===== src/rtl/elevator_pkg.sv =====
// Shared types and helpers for the SCAN elevator controller: state encoding,
// direction constants and pending-mask queries used by the FSM.
package elevator_pkg;

    typedef enum logic [1:0] {
        ST_IDLE      = 2'd0,
        ST_MOVE_UP   = 2'd1,
        ST_MOVE_DOWN = 2'd2,
        ST_DOOR_OPEN = 2'd3
    } state_e;

    localparam logic UP   = 1'b1;
    localparam logic DOWN = 1'b0;

    localparam int MAX_FLOORS = 16;

    function automatic logic calls_above(input logic [MAX_FLOORS-1:0] mask,
                                         input int unsigned          pos);
        return ((32'(mask) >> (pos + 32'd1)) != 32'd0);
    endfunction

    function automatic logic calls_below(input logic [MAX_FLOORS-1:0] mask,
                                         input int unsigned          pos);
        return ((32'(mask) & ((32'd1 << pos) - 32'd1)) != 32'd0);
    endfunction

    // Keep going while calls remain ahead, otherwise reverse, otherwise rest.
    function automatic state_e next_scan_state(input logic dir_up,
                                               input logic above,
                                               input logic below);
        if (dir_up == UP && above)   return ST_MOVE_UP;
        if (dir_up == DOWN && below) return ST_MOVE_DOWN;
        if (above)                   return ST_MOVE_UP;
        if (below)                   return ST_MOVE_DOWN;
        return ST_IDLE;
    endfunction

endpackage


===== src/rtl/cycle_timer.sv =====
// Loadable down-counter; expired_o pulses while enabled with the count at zero,
// so a load of N-1 expires N enabled cycles later.
module cycle_timer #(
    parameter int WIDTH = 4
) (
    input  logic             clk,
    input  logic             rst_n,
    input  logic             load_i,
    input  logic [WIDTH-1:0] load_val_i,
    input  logic             en_i,
    output logic             expired_o
);

    logic [WIDTH-1:0] count_q;

    assign expired_o = en_i && (count_q == '0);

    always_ff @(posedge clk or negedge rst_n) begin
        if (!rst_n) begin
            count_q <= '0;
        end else if (load_i) begin
            count_q <= load_val_i;
        end else if (en_i && (count_q != '0)) begin
            count_q <= count_q - WIDTH'(1);
        end
    end

endmodule


===== src/rtl/elevator_scan_ctrl.sv =====
// Multi-floor SCAN elevator controller with door dwell and per-floor travel timing.
// Optional emergency stop input is enabled by defining ELEVATOR_ESTOP_EN.
module elevator_scan_ctrl
    import elevator_pkg::*;
#(
    parameter int NUM_FLOORS    = 10,
    parameter int FLOOR_W       = 4,
    parameter int TRAVEL_CYCLES = 10000000,
    parameter int DOOR_CYCLES   = 20000000
) (
    input  logic                  clk,
    input  logic                  rst_n,
    input  logic                  call_valid,
    input  logic [FLOOR_W-1:0]    call_floor,
`ifdef ELEVATOR_ESTOP_EN
    input  logic                  estop,
`endif
    output logic [FLOOR_W-1:0]    current_floor,
    output logic [NUM_FLOORS-1:0] pending,
    output logic                  moving,
    output logic                  dir_up,
    output logic                  door_open,
    output logic                  idle,
    output logic                  call_err
);

    localparam int MAX_CYCLES = (TRAVEL_CYCLES > DOOR_CYCLES) ? TRAVEL_CYCLES : DOOR_CYCLES;
    localparam int TW         = $clog2(MAX_CYCLES + 1);
    localparam logic [TW-1:0]      TRAVEL_LOAD = TW'(TRAVEL_CYCLES - 1);
    localparam logic [TW-1:0]      DOOR_LOAD   = TW'(DOOR_CYCLES - 1);
    localparam logic [FLOOR_W-1:0] TOP_FLOOR   = FLOOR_W'(NUM_FLOORS - 1);

    state_e                  state_q, state_d, nxt;
    logic [FLOOR_W-1:0]      floor_q, floor_d, arr_floor;
    logic [NUM_FLOORS-1:0]   pending_q, pending_d, pend_set, call_mask, arr_mask;
    logic                    dir_up_q, dir_up_d;
    logic                    call_err_q, call_err_d;
    logic                    frozen, in_range, call_ok, call_bad, here_call;
    logic                    timer_load, timer_en, timer_expired;
    logic [TW-1:0]           timer_val;

`ifdef ELEVATOR_ESTOP_EN
    assign frozen = estop;
`else
    assign frozen = 1'b0;
`endif

    assign in_range  = ({1'b0, call_floor} < (FLOOR_W+1)'(NUM_FLOORS));
    assign call_ok   = call_valid && !frozen && in_range;
    assign call_bad  = call_valid && !frozen && !in_range;
    assign call_mask = call_ok ? (NUM_FLOORS'(1) << call_floor) : '0;
    // A call to the floor the car is parked at opens (or holds) the door instead of queuing.
    assign here_call = call_ok && (call_floor == floor_q) &&
                       (state_q == ST_IDLE || state_q == ST_DOOR_OPEN);
    assign pend_set  = pending_q | (here_call ? '0 : call_mask);

    assign arr_floor = (state_q == ST_MOVE_UP) ? floor_q + FLOOR_W'(1) : floor_q - FLOOR_W'(1);
    assign arr_mask  = NUM_FLOORS'(1) << arr_floor;
    assign timer_en  = (state_q != ST_IDLE) && !frozen;

    cycle_timer #(.WIDTH(TW)) u_timer (
        .clk        (clk),
        .rst_n      (rst_n),
        .load_i     (timer_load),
        .load_val_i (timer_val),
        .en_i       (timer_en),
        .expired_o  (timer_expired)
    );

    always_comb begin
        // NOTE: every comb output gets a default first so no path leaves a latch.
        state_d    = state_q;
        floor_d    = floor_q;
        dir_up_d   = dir_up_q;
        pending_d  = pend_set;
        call_err_d = call_err_q | call_bad;
        timer_load = 1'b0;
        timer_val  = TRAVEL_LOAD;
        nxt        = ST_IDLE;
        if (!frozen) begin
            unique case (state_q)
                ST_IDLE: begin
                    nxt = next_scan_state(UP, calls_above(MAX_FLOORS'(pending_q), 32'(floor_q)),
                                          calls_below(MAX_FLOORS'(pending_q), 32'(floor_q)));
                    if (here_call) begin
                        state_d    = ST_DOOR_OPEN;
                        timer_load = 1'b1;
                        timer_val  = DOOR_LOAD;
                    end else if (nxt != ST_IDLE) begin
                        state_d    = nxt;
                        dir_up_d   = (nxt == ST_MOVE_UP);
                        timer_load = 1'b1;
                    end
                end
                ST_MOVE_UP, ST_MOVE_DOWN: begin
                    if (timer_expired) begin
                        floor_d    = arr_floor;
                        timer_load = 1'b1;
                        // The clear beats a same-edge call to the arrival floor.
                        if (|(pend_set & arr_mask)) begin
                            pending_d = pend_set & ~arr_mask;
                            state_d   = ST_DOOR_OPEN;
                            timer_val = DOOR_LOAD;
                        end else begin
                            nxt = next_scan_state(dir_up_q,
                                      calls_above(MAX_FLOORS'(pend_set), 32'(arr_floor)),
                                      calls_below(MAX_FLOORS'(pend_set), 32'(arr_floor)));
                            state_d = nxt;
                            if (nxt != ST_IDLE) dir_up_d = (nxt == ST_MOVE_UP);
                        end
                    end
                end
                ST_DOOR_OPEN: begin
                    if (here_call) begin
                        timer_load = 1'b1;
                        timer_val  = DOOR_LOAD;
                    end else if (timer_expired) begin
                        nxt = next_scan_state(dir_up_q,
                                  calls_above(MAX_FLOORS'(pend_set), 32'(floor_q)),
                                  calls_below(MAX_FLOORS'(pend_set), 32'(floor_q)));
                        state_d    = nxt;
                        timer_load = 1'b1;
                        if (nxt != ST_IDLE) dir_up_d = (nxt == ST_MOVE_UP);
                    end
                end
                default: state_d = ST_IDLE;
            endcase
        end
    end

    always_ff @(posedge clk or negedge rst_n) begin
        if (!rst_n) begin
            state_q    <= ST_IDLE;
            floor_q    <= '0;
            pending_q  <= '0;
            dir_up_q   <= UP;
            call_err_q <= 1'b0;
        end else begin
            state_q    <= state_d;
            floor_q    <= floor_d;
            pending_q  <= pending_d;
            dir_up_q   <= dir_up_d;
            call_err_q <= call_err_d;
        end
    end

    assign current_floor = floor_q;
    assign pending       = pending_q;
    assign moving        = (state_q == ST_MOVE_UP || state_q == ST_MOVE_DOWN) && !frozen;
    assign dir_up        = dir_up_q;
    assign door_open     = (state_q == ST_DOOR_OPEN);
    assign idle          = (state_q == ST_IDLE);
    assign call_err      = call_err_q;

    a_no_wrap: assert property (@(posedge clk) disable iff (!rst_n)
        !((state_q == ST_MOVE_DOWN) && (floor_q == '0)) &&
        !((state_q == ST_MOVE_UP) && (floor_q == TOP_FLOOR)));

endmodule


===== config.mk =====
export PLATFORM = sky130hd
export DESIGN_NAME = elevator_scan_ctrl
export DESIGN_NICKNAME = d
export VERILOG_FILES = /design/src/rtl/elevator_pkg.sv /design/src/rtl/cycle_timer.sv /design/src/rtl/elevator_scan_ctrl.sv
export SDC_FILE = /design/constraint.sdc
export NUM_CORES = 1
export LEC_CHECK = 0
export ABC_AREA = 1
export CORE_ASPECT_RATIO = 1.5
export CORE_UTILIZATION = 40
export DETAILED_ROUTE_END_ITERATION = 6
export GPL_TIMING_DRIVEN = 0
export PLACE_DENSITY = 0.64
export SYNTH_ARGS = -nofsm -noshare
export SYNTH_HDL_FRONTEND = slang
export SYNTH_SLANG_ARGS = --single-unit

===== constraint.sdc =====
create_clock -name clk -period 5.7 [get_ports clk]
set_clock_uncertainty 0.15 [all_clocks]
set_input_delay 1.425 -clock clk [delete_from_list [all_inputs] [get_ports clk]]
set_output_delay 1.425 -clock clk [all_outputs]
set_load 0.005 [all_outputs]

---- Yosys cells after proc, flatten, opt, wreduce, memory -nomap -nowiden ----
Cells that the tools add are included.
cells by class
  add/sub/neg operators ................... 7
  magnitude comparators ................... 1
  equal/unequal tests ..................... 16
  shifts and indexed selects .............. 7
  multiplexer cells ....................... 114
  bitwise operators ....................... 9
  reduce and logical (&&, ||, !) cells .... 33
operator list
  cell                                                                   count
  32-bit nonzero test                                                    6
  25-bit two-way mux                                                     5
  10-bit by 32-bit AND with 32-bit output                                3
  2-bit two-way mux                                                      35
  1-bit two-way mux                                                      64
  1-bit by 4-bit left shift with 32-bit output, first input constant     2
  10-bit by 5-bit >> shifter with 32-bit output                          2
  32-bit by 1-bit subtractor with 32-bit output, second input constant   2
  10-bit two-way mux                                                     5
  25-bit one-hot mux with 2 select lines                                 1
  10-bit by 32-bit >> shifter with 32-bit output                         1
  25-bit zero test                                                       1
  25-bit nonzero test                                                    1
  25-bit by 1-bit subtractor with 25-bit output, second input constant   1
  10-bit AND                                                             2
  1-bit by 4-bit left shift with 10-bit output, first input constant     2
  4-bit by 1-bit adder with 5-bit output, second input constant          2
  1-bit logical AND                                                      10
  2-bit inequality test, second input constant                           5
  10-bit NOT                                                             1
  10-bit OR                                                              1
  2-bit nonzero test                                                     5
  10-bit OR reduction                                                    1
  2-bit by 1-bit equality test with 1-bit output, second input constant  4
  19 further kinds                                                       25
word-level totals
  register bits after elaboration ......... 43
  output and inout bits ................... 19

---- Depth between registers and ports, before layout ----
  depth after elaboration ................. 40
  gate-level depth with buffers ........... 25
  gate-level depth less buffers ........... 24

---- Cells and area by module ----
From an unflattened synthesis, not the netlist that was laid out.
second synthesis, totals
  cell total of the unflattened synthesis .. 749
  area, all modules ....................... 4,466.8 um^2
modules (own cells, without submodules)
  module              times used  cells an instance  area an instance (um^2)  seq. area each (um^2)
  elevator_scan_ctrl  1           445                2,508.7                  451.7
  cycle_timer         1           304                1,958.1                  625.6

---- Worst setup path after synthesis ----
Ideal clock, no wire load.
  kind .................................... reg-to-reg
  start point ............................. reg floor_q[0] (netlist: current_floor[0])
  end point ............................... reg dir_up_q (netlist: dir_up)
  setup time .............................. 76 ps
  arrival ................................. 3,086 ps
  data required time ...................... 5,474 ps
  setup slack ............................. 2,388 ps
  stages on the path, launching flop included .. 22
  cells stage by stage .................... dfrtp_1 > buf_2 > inv_2 > clkbuf_1 > fa_1 > xnor2_2 > nor2_1 > nand2_2 > ha_1 > nand3_1 > nor2_1 > nand2_1 > nand2_1 > nor2_1 > nor2_1 > nand2_1 > nor2_1 > nand3_1 > nand3_1 > nor2_1 > nand3_1 > nand2_1
RTL lines
  what                                                                                                   RTL line                   source
  start, declared                                                                                        elevator_scan_ctrl.sv:34   logic [FLOOR_W-1:0] floor_q, floor_d, arr_floor;
  start signal, assigned                                                                                 elevator_scan_ctrl.sv:140  floor_q <= floor_d;
  4-bit by 1-bit subtractor with 4-bit output or 4-bit by 1-bit adder with 4-bit output (tied branches)  elevator_scan_ctrl.sv:57   assign arr_floor = (state_q == ST_MOVE_UP) ? floor_q + FLOOR_W'(1) : floor_q - FLOOR_W'(1);
  4-bit two-way mux *                                                                                    elevator_scan_ctrl.sv:57
  via arr_floor[0]                                                                                       elevator_scan_ctrl.sv:34
  1-bit by 4-bit left shift with 32-bit output                                                           elevator_pkg.sv:24         return ((32'(mask) & ((32'd1 << pos) - 32'd1)) != 32'd0);
  32-bit by 1-bit subtractor with 32-bit output                                                          elevator_pkg.sv:24
  10-bit by 32-bit AND with 32-bit output                                                                elevator_pkg.sv:24
  32-bit nonzero test                                                                                    elevator_pkg.sv:24
  1-bit two-way mux (2 in series)                                                                        elevator_pkg.sv:34         if (below) return ST_MOVE_DOWN;
  [... 9 more ...]                                                                                       -
  2-bit two-way mux                                                                                      elevator_scan_ctrl.sv:100  if (|(pend_set & arr_mask)) begin
  2-bit two-way mux                                                                                      elevator_scan_ctrl.sv:96   if (timer_expired) begin
  2-bit two-way mux                                                                                      elevator_scan_ctrl.sv:81   unique case (state_q)
  2-bit by 1-bit equality test with 1-bit output                                                         elevator_scan_ctrl.sv:109  if (nxt != ST_IDLE) dir_up_d = (nxt == ST_MOVE_UP);
  1-bit two-way mux                                                                                      elevator_scan_ctrl.sv:109
  1-bit two-way mux                                                                                      elevator_scan_ctrl.sv:100
  1-bit two-way mux                                                                                      elevator_scan_ctrl.sv:96
  1-bit one-hot mux with 3 select lines                                                                  elevator_scan_ctrl.sv:81
  end signal, assigned                                                                                   elevator_scan_ctrl.sv:142  dir_up_q <= dir_up_d;
  end, declared                                                                                          elevator_scan_ctrl.sv:36   logic dir_up_q, dir_up_d;
Mark *: on every way through the listed nets, which the timed path passes. The rest lies on a longest branch. The select of a mux whose other input is x is not followed.
A chain may end at the register's enable or synchronous reset.

---- Worst setup path after layout ----
  start point ............................. in call_floor[1]
  end point ............................... reg u_timer.count_q[7]
on the way
  word-level cells in the longest chain between the ends .. 12
ends and longest elaborated chain
  what                                    RTL line                   source
  start, declared                         elevator_scan_ctrl.sv:14   input logic [FLOOR_W-1:0] call_floor,
  4-bit less-than comparator              elevator_scan_ctrl.sv:48   assign in_range = ({1'b0, call_floor} < (FLOOR_W+1)'(NUM_FLOORS));
  1-bit logical AND                       elevator_scan_ctrl.sv:49   assign call_ok = call_valid && !frozen && in_range;
  1-bit logical AND (2 in series)         elevator_scan_ctrl.sv:53   assign here_call = call_ok && (call_floor == floor_q) &&
  10-bit two-way mux                      elevator_scan_ctrl.sv:55   assign pend_set = pending_q | (here_call ? '0 : call_mask);
  10-bit OR                               elevator_scan_ctrl.sv:55
  10-bit AND                              elevator_scan_ctrl.sv:100
  10-bit OR reduction                     elevator_scan_ctrl.sv:100
  25-bit two-way mux                      elevator_scan_ctrl.sv:100
  25-bit two-way mux                      elevator_scan_ctrl.sv:96
  25-bit one-hot mux with 2 select lines  elevator_scan_ctrl.sv:81
  25-bit two-way mux                      cycle_timer.sv:21          end else if (load_i) begin
  end signal, assigned                    cycle_timer.sv:22          count_q <= load_val_i;
  end signal, assigned                    cycle_timer.sv:24          count_q <= count_q - WIDTH'(1);
  end, declared                           cycle_timer.sv:14          logic [WIDTH-1:0] count_q;
Several ways; a longest one is shown, not always the timed one.

==> impl_metrics.json <==
{
  "outcome": "finished with violations",
  "violations": "design-rule violations",
  "drc": 2,
  "grt_max_degree": 34,
  "max-vdd-ir-drop_v": 0.000270,
  "synth_most_common_cell": "nand2_1",
  "fin_setup_tns_ps": 0,
  "die_w_um": 84.6,
  "crit_family": "simple AND/OR/NAND/NOR gates",
  "routed_wirelength_mm": 12.4,
  "synth_edf_count": 0,
  "antenna_found_initial": 0,
  "period_share": 0.738,
  "synth.ff_latch_count": 43,
  "worstSetupPathType": "primary input to flop",
  "row_count": 44,
  "cts_htree_levels": 2,
  "grt_pass1_vias": 4197,
  "clock_latency_ps": 290,
  "maxSlewHeadroom": 0.508,
  "diodes": 0,
  "num-nets-final": 708,
  "yosys-top-cells-count": "nand2_1, nor2_1, inv_1",
  "cts-root-buf": "clkbuf_16",
  "cts_sinks": 43,
  "yosysTopAreaCell": "dfrtp_1",
  "post-route-min-period_ps": 4210,
  "yosys_warnings": 0,
  "holdBufCountCts": 0,
  "routed_via_density": 5.33,
  "synth_ff_type": "dfrtp_1",
  "synth_nets": 675,
  "post_cts_buffers": 0,
  "cts_tree": "yes",
  "required_ps": 5710,
  "track_usage": 0.244,
  "async_flop_share": 1.00,
  "cp-end-kind": "flop",
  "place_congestion": 0.933,
  "grt_overflow": 0,
  "grt_pass1_wl_mm": 20.4,
  "regToRegStartpoint": "current_floor[0]$_DFFE_PN0P_",
  "dr.pass1.iters": 7,
  "die_h_um": 126,
  "synth.area.top_cells": "dfrtp_1, nand2_1, nor2_1, inv_1, nand3_1",
  "worst_pin_slew_ps": 738,
  "slowest_delay_ps": 520,
  "setup_viol": 0,
  "drive_gt1_frac": 0.109,
  "crit_start": "call_floor[1]",
  "post_drt_wl_per_cell_um": 15.4,
  "start_util": 0.418,
  "maxCapViolCount": 0,
  "cp-start-kind": "primary input",
  "crit_chain": "clkdlybuf4s50_1 -> nor2_1 -> nor2_1 -> nor2_2 -> nand4_2 -> buf_6 -> nand2_2 -> nand2_1 -> inv_1 -> o21ai_1 -> nor2_1 -> nand4_1 -> nand2_2 -> nand2_1 -> inv_2 -> nand2_2 -> o211ai_2 -> o21ai_1",
  "avgSynthCellArea_um2": 6.25,
  "critPathMaxFanout": 10,
  "dpl.hpwl_mm": 9.82,
  "synth_top_area_share": 0.257,
  "fmax_mhz": 238,
  "dp_cells": 796,
  "syn_inst": 655,
  "slew_violations": 0,
  "slowest_stage": "clkdlybuf4s50_1",
  "clockBufferDepth": 2,
  "portBuffers": 25,
  "via_count": 4282,
  "drtAntennaViolNets": 0,
  "cts.repair.resized": 0,
  "cts_buffers": 5,
  "finalHoldViolations": 0,
  "die_area_um2": 10700,
  "synth_area_um2": 4090,
  "core_um2": 9800,
  "p_leak_uw": 0.00239,
  "hold_path.class": "flop to flop",
  "clkTransAtPathRegs_ps": 70,
  "yosysUniqueCellTypes": 51,
  "arrival_ps": 4210,
  "fin_cells": 804,
  "min-delay-start": "call_err$_DFF_PN0_",
  "ys_seq_area_frac": 0.263,
  "syn2layout_area_growth_pct": 14.0,
  "drt_iter0_markers": 275,
  "cp_num_buf_inv": 4,
  "rsz0062_at_grt": "false",
  "p_per_area_nw_per_um2": 371,
  "io_pins": 26
}
placed cells by master (no fill, tap or decap), drive strengths merged:
cell type,instances
nand3,59
a22oi,2
nand4,8
dfrtp,42
nand3b,2
o21bai,3
and2,1
fa,1
dfstp,1
xnor2,5
o21a,2
nor2,98
o31ai,2
o22ai,2
and3,1
nor3,13
a21o,1
a21oi,26
clkbuf,8
clkdlybuf4s50,24
bufinv,1
nor4,2
buf,11
inv,95
clkinv,3
a31oi,5
xor2,11
or2,2
o21ai,41
nand2,201
ha,12
o2111ai,1
o211ai,3
layer usage:
metal	track usage	up-vias	wire length, µm
met4	0.151	0	662
met3	0.0242	33	349
met1	0.260	1985	4900
li1	-	2155	-
met5	0	-	0
met2	0.455	109	6490
logic make-up after synthesis:
kind of cell             share of synthesized area
AND/OR/NAND/NOR                              0.426
buffers and inverters                        0.109
AO/OA/AOI/OAI                                0.123
flip-flops                                   0.263
XOR/XNOR                                    0.0379
adder cells (fa/ha/maj)                     0.0416
flip-flops by register name, indices dropped and copies added, names as in the netlist:
name / count
dir_up: 1
call_err: 1
pending: 10
u_timer.count_q: 25
state_q: 2
current_floor: 4
layout make-up:
type                    instances  area [µm²]
flip-flops and latches         43        1080
well taps                     115         144
clock buffers                   7         133
repair buffers                 26         265
inverters                      98         368
fillers                      1057        5130
plain buffers                  10        77.6
clock inverters                 1        30.0
multi-input cells             504        2570
power by group:
part / switching (µW) / internal (µW)
clock: 123 / 207
combinational: 634 / 342
sequential: 57.3 / 367
final timing paths:
check                                                       end  slack, ps  cells past startpoint
worst max-delay path             u_timer.count_q[7]$_DFFE_PN0P_       1490                     18
worst min-delay path                         call_err$_DFF_PN0_        330                      1
worst max register to register               dir_up$_DFFE_PN1P_       1530                     21
worst min register to register               call_err$_DFF_PN0_        330                      1
max in group asynchronous       u_timer.count_q[10]$_DFFE_PN0P_       4060                      2
min in group asynchronous                state_q[1]$_DFFE_PN0P_        860                      1
metrics by stage:
stage	power, µW	instance area (µm²)	setup WS [ps]	utilization	hold WS (ps)
after floorplan	1130	4090	2390	-	312
final	1730	4670	1490	0.476	331
after global routing	1880	4670	1200	0.476	350
after global placement	1380	4490	1240	0.458	324
after CTS	1730	4670	1480	0.476	335
after detailed placement	1400	4500	1200	0.460	320
worst reg2reg max path: stages, from the launching register on:
cell      delay (ps)
dfrtp_1          400
buf_2            270
inv_2            150
clkbuf_1         370
fa_1             630
xnor2_2          410
nor2_1           170
nand2_1          130
ha_1             260
nand3_1          130
nor2_1           170
nand2_1           90
nand2_1           60
nor2_1            40
nor2_1           130
nand2_1           90
nor2_1            90
nand3_1           80
nand3_1          120
nor2_1            50
nand3_1           70
nand2_1           50
No activity file was read; power rests on OpenSTA's default activity.
